**config.mk**
```make
export PLATFORM = sky130hd
export DESIGN_NAME = ex_sequencer
export DESIGN_NICKNAME = d
export VERILOG_FILES = /design/src/rtl/ex_sequencer.sv
export SDC_FILE = /design/constraint.sdc
export NUM_CORES = 1
export LEC_CHECK = 0
export CORE_ASPECT_RATIO = 0.9
export CORE_MARGIN = 1.5
export CORE_UTILIZATION = 35
export DETAILED_ROUTE_END_ITERATION = 16
export GPL_TIMING_DRIVEN = 0
export PLACE_DENSITY = 0.8
export REMOVE_ABC_BUFFERS = 1
export SLEW_MARGIN = 40
export SYNTH_ARGS = -nofsm -noshare
export SYNTH_HDL_FRONTEND = slang
export SYNTH_SLANG_ARGS = --single-unit
```
**constraint.sdc**
```tcl
create_clock -name clk -period 2.5 [get_ports clk]
set_input_delay 0.5 -clock clk [delete_from_list [all_inputs] [get_ports clk]]
set_output_delay 0.5 -clock clk [all_outputs]
set_load 0.01 [all_outputs]
```
**src/rtl/ex_sequencer.sv**
```systemverilog
// ex_sequencer: execute-step controller for an SM83-style core.
// Walks the decoder-supplied step vector one step per machine cycle.
// Supports memory wait-state stalls, early exit on a failed condition,
// and a HALT state that an interrupt wakes.
module ex_sequencer #(
    parameter int MAX_STEPS = 6,
    parameter int STEP_W    = 4,
    parameter int IDLE_CODE = 0,
    parameter int HALT_CODE = 15,
    parameter int IDX_W     = $clog2(MAX_STEPS)
) (
    input  logic                        clk,
    input  logic                        rst,
    input  logic [MAX_STEPS*STEP_W-1:0] seq_steps,
    input  logic [IDX_W-1:0]            seq_last,
    input  logic                        cond_en,
    input  logic [IDX_W-1:0]            cond_idx,
    input  logic                        cond_taken,
    input  logic                        stall,
    input  logic                        wake,
    output logic [STEP_W-1:0]           step,
    output logic [IDX_W-1:0]            step_idx,
    output logic                        step_valid,
    output logic                        last,
    output logic                        fetch,
    output logic                        retire,
    output logic                        halted
);

    typedef enum logic [1:0] {
        ST_RESUME = 2'd0,
        ST_RUN    = 2'd1,
        ST_HALT   = 2'd2
    } state_t;

    // The index register can address every power-of-two slot; slots past
    // MAX_STEPS read as IDLE so an out-of-range index can never select junk.
    localparam int                N_SLOTS   = 1 << IDX_W;
    localparam logic [IDX_W-1:0]  IDX_MAX   = IDX_W'(MAX_STEPS - 1);
    localparam logic [IDX_W-1:0]  IDX_ONE   = IDX_W'(1);
    localparam logic [STEP_W-1:0] IDLE_STEP = STEP_W'(IDLE_CODE);
    localparam logic [STEP_W-1:0] HALT_STEP = STEP_W'(HALT_CODE);

    state_t            state_reg;
    state_t            state_next;
    logic [IDX_W-1:0]  idx_reg;
    logic [IDX_W-1:0]  idx_next;

    logic [STEP_W-1:0] step_slot [N_SLOTS];
    logic [STEP_W-1:0] step_cur;
    logic              valid_cur;
    logic              last_cur;
    logic              fetch_cur;
    logic              retire_cur;

    // Unpack the flat step vector into one entry per index.
    generate
        for (genvar gi = 0; gi < N_SLOTS; gi++) begin : g_slot
            if (gi < MAX_STEPS) begin : g_used
                assign step_slot[gi] = seq_steps[gi*STEP_W +: STEP_W];
            end else begin : g_pad
                assign step_slot[gi] = IDLE_STEP;
            end
        end
    endgenerate

    // State and step index; reset drops straight back to a fetch cycle.
    always_ff @(posedge clk or posedge rst) begin
        if (rst) begin
            state_reg <= ST_RESUME;
            idx_reg   <= '0;
        end else begin
            state_reg <= state_next;
            idx_reg   <= idx_next;
        end
    end

    // Next-state, index advance and the per-cycle step outputs.
    always_comb begin
        state_next = state_reg;
        idx_next   = idx_reg;
        step_cur   = IDLE_STEP;
        valid_cur  = 1'b0;
        last_cur   = 1'b0;
        fetch_cur  = 1'b0;
        retire_cur = 1'b0;
        case (state_reg)
            ST_RESUME: begin
                fetch_cur = !stall;
                if (!stall) begin
                    state_next = ST_RUN;
                    idx_next   = '0;
                end
            end
            ST_RUN: begin
                step_cur  = step_slot[idx_reg];
                valid_cur = !stall;
                // Final step: reached seq_last, hit the hard clamp, or the
                // tested condition failed at its sampling step.
                last_cur  = (idx_reg >= seq_last) ||
                            (idx_reg == IDX_MAX) ||
                            (cond_en && (idx_reg == cond_idx) && !cond_taken);
                fetch_cur  = last_cur && !stall && (step_cur != HALT_STEP);
                retire_cur = last_cur && !stall;
                if (!stall) begin
                    if (step_cur == HALT_STEP) begin
                        // Any remaining steps are abandoned on HALT.
                        state_next = ST_HALT;
                        idx_next   = '0;
                    end else if (last_cur) begin
                        idx_next = '0;
                    end else begin
                        idx_next = idx_reg + IDX_ONE;
                    end
                end
            end
            ST_HALT: begin
                // Memory stalls are irrelevant here; only an interrupt counts.
                if (wake) begin
                    state_next = ST_RESUME;
                end
            end
            default: begin
                state_next = ST_RESUME;
                idx_next   = '0;
            end
        endcase
    end

    // Strobes are forced low while reset is held, independent of the clock.
    assign step       = step_cur;
    assign step_idx   = idx_reg;
    assign last       = last_cur;
    assign step_valid = valid_cur  && !rst;
    assign fetch      = fetch_cur  && !rst;
    assign retire     = retire_cur && !rst;
    assign halted     = (state_reg == ST_HALT) && !rst;

endmodule

```
## After elaboration in Yosys (flattened, before gate mapping)

Cells that the tools add are included.

- Add/subtract/negate cells: 1
- Magnitude comparators: 2
- Equality and inequality tests: 10
- Muxes and demuxes: 18
- Bitwise logic cells: 2
- Reductions and logical operators: 16

Operators by type and width:

| kind | count |
|---|---|
| binary-select mux 4 bit (select 3 bit) | 1 |
| 2-to-1 mux 3 bit | 4 |
| 2-to-1 mux 4 bit | 3 |
| case mux 3 bit (3 select lines) | 1 |
| logical AND 1 bit | 8 |
| 2-to-1 mux 2 bit | 4 |
| inequality test 2 bit, second input constant | 4 |
| case mux 2 bit (3 select lines) | 1 |
| equality test 4 bit, second input constant | 1 |
| >= comparator 4 bit, second input constant | 1 |
| inequality test 4 bit, second input constant | 1 |
| NOT 3 -> 4 bit | 1 |
| AND reduction 4 bit | 1 |
| adder 3 x 1 -> 3 bit, second input constant | 1 |
| equality test 3 bit | 1 |
| equality test 3 bit, second input constant | 1 |
| >= comparator 3 bit | 1 |
| zero test 1 bit | 3 |
| 2-to-1 mux 1 bit | 3 |
| AND reduction 3 bit | 1 |
| equality test 2 x 1 -> 1 bit, second input constant | 1 |
| equality test 2 bit, second input constant | 1 |
| zero test 2 bit | 1 |
| logical OR 1 bit | 2 |
| 2 further kinds | 2 |

- Register bits: 5
- Bits of input ports: 36

## Depth between registers and ports, before layout

Gate-level depths: netlist of the first run.

- Depth in word-level cells: 8
- Depth in mapped cells: 9
- Gate-level depth less buffers: 8

## Worst setup path after synthesis of the first run

Ideal clock, no wire load.

- Path kind: flip-flop to output port
- Start: reg idx_reg[0] (netlist: step_idx[0])
- End: out fetch
- Arrival time: 2.128 ns
- Data required time: 2.000 ns
- Slack: -0.128 ns
- Cell stages (with the launch flop): 10
- Cell sequence: dfrtp_1 > buf_6 > inv_1 > ha_1 > nand2b_1 > a21o_1 > a221oi_1 > o31ai_4 > nand2_1 > a2111oi_0

- Longest elaborated chain between the ends: 8

RTL lines:

| item | line | source |
|---|---|---|
| from (decl) | 46 | `logic [IDX_W-1:0] idx_reg;` |
| from (signal assigned) | 74 | `idx_reg <= idx_next;` |
| NOT 3 -> 4 bit (not written as such) / equality test 3 bit (equally long branches) | 96, 102 |  |
| binary-select mux 4 bit (select 3 bit) / logical AND 1 bit (equally long branches) | 96, 102 |  |
| 2-to-1 mux 4 bit (not written as such) / logical AND 1 bit (equally long branches) | 96, 102 |  |
| 2-to-1 mux 4 bit (not written as such) / logical OR 1 bit (equally long branches) | 96, 101 |  |
| inequality test 4 bit / logical AND 1 bit (equally long branches) | 103 | `fetch_cur = last_cur && !stall && (step_cur != HALT_STEP);` |
| logical AND 1 bit * | 103 |  |
| case mux 1 bit (2 select lines) * | 87 | `case (state_reg)` |
| logical AND 1 bit * | 135 | `assign fetch = fetch_cur && !rst;` |
| to (decl) | 25 | `output logic fetch,` |

Every way passes the cells marked *; elsewhere a longest branch is shown, timed or not. The select of a mux whose other input is x is not followed.

## Worst setup path in the final report of the first run

- Start: reg idx_reg[1] (netlist: step_idx[1])
- End: out fetch

The elaborated chain is that of the path after synthesis.

==> results.toml, run 1 <==
[logic_synthesis]
synthCells = 82
yosys.area.top_type_share = 0.178
synth.yosys.seq_area_share = 0.178
yosysTopAreaCell = "dfrtp_1"
avgSynthCellArea_um2 = 8.56
synth.ff_latch_count = 5
synthesis.yosys.warnings = 0
post_synth_num_cell_types = 31
synthTopCellsByArea = "dfrtp_1 18%, mux2i_1 17%, ha_1 8.9%, nor2_1 8.0%, nand2b_1 4.5%"
mappedNetlistArea_um2 = 702

[cts]
cts.path.max_buffers = 2
cts_hold_repair.buffers = 0
clock_insertion_delay_worst_skew_ns = 0.25
clkSinkCount = 5
numCtsBuffers = 3
h-tree-depth = 1
clock_tree.root_cell = "clkbuf_4"
cts.reportedPaths.clkPinSlew_ns = 0.04
clock_tree_from_tritoncts = "done"

[critical_path]
r2r_setup_slack_ns = 0.12
timing.critical_path.slowest_stage_cell = "dfrtp_4"
cp_num_buf_inv = 3
critPathLaunchType = "flip-flop"
path_common_cell = "nor2_1"
worst_path_dominant_cell_family = "simple AND/OR/NAND/NOR gates"
crit_path_max_incr_delay_ns = 0.55
critPathArrivalTime_ns = 2.18
worstReg2RegEnd = "step_idx[2]"
regToRegStartpoint = "step_idx[1]"
worstPathRequired_ns = 2.00
ff2ff_path_depth = 9
critical_path.cell_chain = "buf_6 -> buf_4 -> mux2i_1 -> nor2_1 -> nor2_1 -> or4_4 -> nand2_2 -> a2111oi_4 -> buf_2"
crit_type = "flip-flop to primary output"
critPathCaptureType = "primary output"
cp_max_fanout = 8

[placement]
portBuffers = 47
dpl.hpwl_um = 1450
gp_congestion = 0.740

[sta]
slew_headroom = 0.732
post-route-min-period_ns = 2.68
tightestPinTransition_ns = 0.399
layout_worst_path_cycle_share = 1.07
finalSetupTns_ns = -0.349
max_clock_freq_ghz = 0.373
post-route-worst-setup-slack_ns = -0.179
drv_slew = 0
setup_viol_count_final = 3
rsz_0062_raised_after_global_routing = "true"
final.hold.worst_slack_ns = 0.586
maximum_clock_skew_at_final_layout_ns = 0.00268
timing_hold_violations_final = 0

[worst_hold_path]
hp-start = "state_reg[1]"
timing.hold.worst_endpoint = "state_reg[0]"
worstHoldPathType = "flip-flop to flip-flop"
worst_hold_path.num_cells = 1

[route]
drc = 0
drt_first_iter_violations = 3
drt_pass1_iterations = 4
wire_per_inst_um = 12.9
ant_nets = 0
num_vias = 839
via_per_inst = 5.08
drt-total-wl_um = 2130

[floorplan]
die_h_um = 45.5
die_w_um = 50.2
initial_core_util = 0.370
ios = 48
core_rows = 15
core_area_um2 = 1900
fp.dieArea_um2 = 2280

[global_routing]
grt_pass1_vias = 782
grt_max_degree = 14
global_route_total_usage_across_every_layer = 0.199
antenna_found_initial = 0
gr-total-overflow = 0
global_route_wire_length_before_repair_um = 3280

[power_and_ir_drop]
p_leak_nw = 0.600
powerDensity_nw_per_um2 = 914
max-vdd-ir-drop_mv = 0.576

[finish]
syn2layout_area_growth_pct = 95.0
layout.nets = 182
final_core_utilization = 0.722
drive_gt1_frac = 0.236
diodes = 0
number_of_flip_flops_under_the_largest_register_name = 3

[status]
status = "finished, violations left"
failed_checks = "negative setup slack"

[job]
cap_viol_max_count = 0
kinds of logic (layout without fill, tap and decap cells):
group | after synthesis | after routing | synth area share
and+or+nand+nor | 33 | 33 | 0.262
AOI/OAI and AO/OA | 14 | 14 | 0.180
muxes | 12 | 12 | 0.171
buffers and inverters | 10 | 68 | 0.0820
adders and majority gates | 5 | 5 | 0.0891
DFF | 5 | 5 | 0.178
xor gates and xnor gates | 3 | 3 | 0.0374
final cells by class:
type,count,area [um2]
flip-flops and latches,5,131
well taps,25,31.3
multi-input cells,67,607
repair buffers,58,551
fillers,143,527
clock buffers,4,26.3
inverters,6,22.5
per-stage QoR:
| stage | instance area, um2 | setup WS (ns) | instances | total power [mW] |
|---|---|---|---|---|
| 6_report | 1370 | -0.179 | 165 | 1.25 |
| 5_1_grt | 1370 | -0.272 | 165 | 1.35 |
| 4_1_cts | 1290 | -0.129 | 163 | 1.18 |
| 3_5_place_dp | 1170 | -0.727 | 150 | 0.961 |
| 3_3_place_gp | 1170 | -0.713 | 150 | 0.951 |
| 2_1_floorplan | 667 | -0.182 | 78 | 0.634 |
cell usage in the layout (no fill, tap or decap), drive strengths merged, types with 3 or more instances in the layout:
master / n
buf: 14
clkbuf: 4
clkdlybuf4s50: 35
dfrtp: 5
dlygate4sd2: 7
ha: 5
inv: 6
mux2i: 12
nand2b: 5
nor2: 15
nor3: 3
o32ai: 3
cell usage after synthesis:
cell / number
nor2_1: 15
mux2i_1: 12
inv_1: 6
dfrtp_1: 5
ha_1: 5
nand2b_1: 5
nor3_1: 3
o32ai_1: 3
buf_6: 2
nand2_1: 2
nor2b_1: 2
o22ai_1: 2
xor2_1: 2
a2111oi_0: 1
a211oi_1: 1
a21bo_1: 1
a21o_1: 1
a221o_1: 1
a221oi_1: 1
a22o_1: 1
and2_1: 1
buf_2: 1
buf_4: 1
nand3b_1: 1
nor3b_4: 1
nor4b_1: 1
o21ai_1: 1
o31ai_4: 1
or3b_1: 1
or4_4: 1
xnor2_1: 1
layer usage:
| layer | global-route usage | up-vias | wire length, um |
|---|---|---|---|
| met1 | 0.189 | 387 | 788 |
| met4 | 0.100 | 0 | 26 |
| met5 | 0 | - | 0 |
| met3 | 0.0625 | 3 | 188 |
| met2 | 0.389 | 38 | 1130 |
| li1 | - | 411 | - |
worst max-delay path by stage:
| stage | start | end | slack (ns) | cells past startpoint |
|---|---|---|---|---|
| 5_1_grt | step_idx[1] | fetch | -0.27 | 9 |
| 6_report | step_idx[1] | fetch | -0.18 | 9 |
| 3_3_place_gp | seq_last[0] | fetch | -0.71 | 9 |
| 2_1_floorplan | step_idx[0] | fetch | -0.18 | 8 |
| 3_5_place_dp | seq_last[0] | fetch | -0.73 | 9 |
| 4_1_cts | step_idx[1] | fetch | -0.13 | 8 |
power breakdown:
group / internal [mW] / total (mW) / leakage, nW / switching [mW]
sequential: 0.116 / 0.201 / 0.0574 / 0.0850
combinational: 0.536 / 0.951 / 0.528 / 0.415
clock: 0.0606 / 0.0986 / 0.0150 / 0.0380
what timing repair did:
action	CTS	global route
pin swaps	13	3
resized for setup	32	7
hold endpoints to repair	0	0
buffers inserted	9	2
endpoints found under the setup margin	8	5
worst register-to-register path, stage by stage, from the launching register on:
cell     delay [ns]
dfrtp_4        0.55
buf_6          0.17
buf_4          0.13
mux2i_1        0.11
nor2_1         0.08
nor2_1         0.06
or4_4          0.50
buf_4          0.16
nor3b_4        0.15
a221o_1        0.34
(Power assumes the default switching activity.)
==> inputs of run 2 (changes only) <==
--- a/config.mk
+++ b/config.mk
@@ -9,7 +9,6 @@
 export CORE_MARGIN = 1.5
 export CORE_UTILIZATION = 35
 export DETAILED_ROUTE_END_ITERATION = 16
-export GPL_TIMING_DRIVEN = 0
 export PLACE_DENSITY = 0.8
 export REMOVE_ABC_BUFFERS = 1
 export SLEW_MARGIN = 40
==> results.toml, run 2 (same netlist as run 1, synthesis figures left out) <==
[sta]
layout_worst_path_cycle_share = 1.04
final.hold.worst_slack_ns = 0.564
maximum_clock_skew_at_final_layout_ns = 0.000775
slew_headroom = 0.720
setup_viol_count_final = 3
rsz_0062_raised_after_global_routing = "true"
post-route-min-period_ns = 2.61
timing_hold_violations_final = 0
post-route-worst-setup-slack_ns = -0.106
max_clock_freq_ghz = 0.384
drv_slew = 0
tightestPinTransition_ns = 0.417
finalSetupTns_ns = -0.178

[cts]
h-tree-depth = 1
cts.path.max_buffers = 2
clock_tree.root_cell = "clkbuf_4"
cts.reportedPaths.clkPinSlew_ns = 0.04
clock_insertion_delay_worst_skew_ns = 0.24
clock_tree_from_tritoncts = "done"
clkSinkCount = 5
numCtsBuffers = 3

[route]
met3RoutedLength_um = 143
drt_first_iter_violations = 6
wire_per_inst_um = 12.7
ant_nets = 0
met1_length_um = 871
drt_pass1_iterations = 4
num_vias = 852
maxUsedRoutingLayer = "met4"
drt-total-wl_um = 2160
via_per_inst = 5.01
routed-wl-met2_um = 1140
drc = 0

[placement]
portBuffers = 47
dpl_cell_area_um2 = 1300
placed_cells = 164
gp_congestion = 0.729
dpl.hpwl_um = 1640
post-place-ws_ns = -0.692

[finish]
final_core_utilization = 0.742
diodes = 0
fin_area_um2 = 1410
layout.nets = 187
mostFrequentLayoutCell = "clkdlybuf4s50_1"
number_of_flip_flops_under_the_largest_register_name = 3
number_of_standard_cells_in_the_layout_taps_in_and_fillers_out = 170
syn2layout_area_growth_pct = 100
num-fill-cells = 147
layout.cells.most_common_list = "34 x clkdlybuf4s50_1, 15 x nor2_1, 13 x buf_4, 12 x mux2i_1, 9 x dlygate4sd2_1"
drive_gt1_frac = 0.262

[critical_path]
cp_max_fanout = 11
critPathArrivalTime_ns = 2.11
critPathLaunchType = "flip-flop"
critPathCaptureType = "primary output"
worstPathRequired_ns = 2.00
crit_type = "flip-flop to primary output"

[global_routing]
global_route_total_usage_across_every_layer = 0.199
gr-total-overflow = 0
global_route_wire_length_before_repair_um = 3460
grt_pass1_vias = 828
antenna_found_initial = 0
grt_max_degree = 12

[floorplan]
core_rows = 15
die_w_um = 50.2
initial_core_util = 0.370
core_area_um2 = 1900
ios = 48
die_h_um = 45.5
fp.dieArea_um2 = 2280

[power_and_ir_drop]
post-layout-total-power_mw = 1.38
max-vdd-ir-drop_mv = 0.662
powerDensity_nw_per_um2 = 981
p_leak_nw = 0.629

[status]
failed_checks = "negative setup slack"
status = "finished, violations left"

[worst_hold_path]
worstHoldPathType = "flip-flop to flip-flop"

[job]
cap_viol_max_count = 0
[run 2: changes by cell type in the layout (fill, tap and decap cells not counted), moves of 2 or more]
cell,previous run,this run
buf_6,1,3
buf_2,3,1
ha_4,3,1
ha_1,2,4
dfrtp_1,2,4
dlygate4sd2_1,7,9
buf_4,9,13
dlymetal6s2s_1,2,0
[run 2: layout make-up]
class / instances / area, um2 / area share
Clock buffer: 3 / 22.5 / 0.0160
Tap cell: 25 / 31.3 / 0.0222
Sequential cell: 5 / 126 / 0.0899
Inverter: 6 / 22.5 / 0.0160
Multi-Input combinational cell: 67 / 593 / 0.422
Clock inverter: 1 / 5.00 / 0.00356
Timing Repair Buffer: 63 / 606 / 0.431
[run 2: power breakdown]
group | switching [mW] | leakage, nW | internal (mW)
logic | 0.484 | 0.551 | 0.640
registers | 0.0524 | 0.0602 | 0.111
clock network | 0.0341 | 0.0177 | 0.0579
total | 0.570 | 0.629 | 0.809
[run 2: path summary, 6_finish.rpt]
kind / from / to / slack (ns) / cells after the start
setup / recovery: step_idx[1] / fetch / -0.11 / 8
hold / removal: state_reg[1] / state_reg[0] / 0.56 / 1
setup reg to reg: step_idx[1] / step_idx[2] / 0.19 / 8
hold reg to reg: state_reg[1] / state_reg[0] / 0.56 / 1
max in group asynchronous: rst / step_idx[0] / 1.61 / 3
min in group asynchronous: rst / state_reg[1] / 0.72 / 3
[run 2: what timing repair did]
action | in CTS | in global routing
gates resized for setup | 33 | 7
hold buffers | 0 | 0
endpoints found under the hold margin | 0 | 0
pin swaps | 8 | 3
setup endpoints to repair | 7 | 3
buffers inserted | 2 | 0
[run 2: per-layer routing]
metal	up-vias	GRT usage
met5	-	0
met4	0	0.0611
met3	2	0.0395
met2	39	0.361
met1	387	0.240
li1	424	-
[run 2: critical path, stage by stage (launching register included)]
cell,delay (ns)
dfrtp_1,0.42
buf_12,0.17
nand2b_2,0.21
o22ai_1,0.14
nor2_1,0.08
or4_4,0.55
nand2_2,0.09
a2111oi_2,0.06
buf_2,0.15
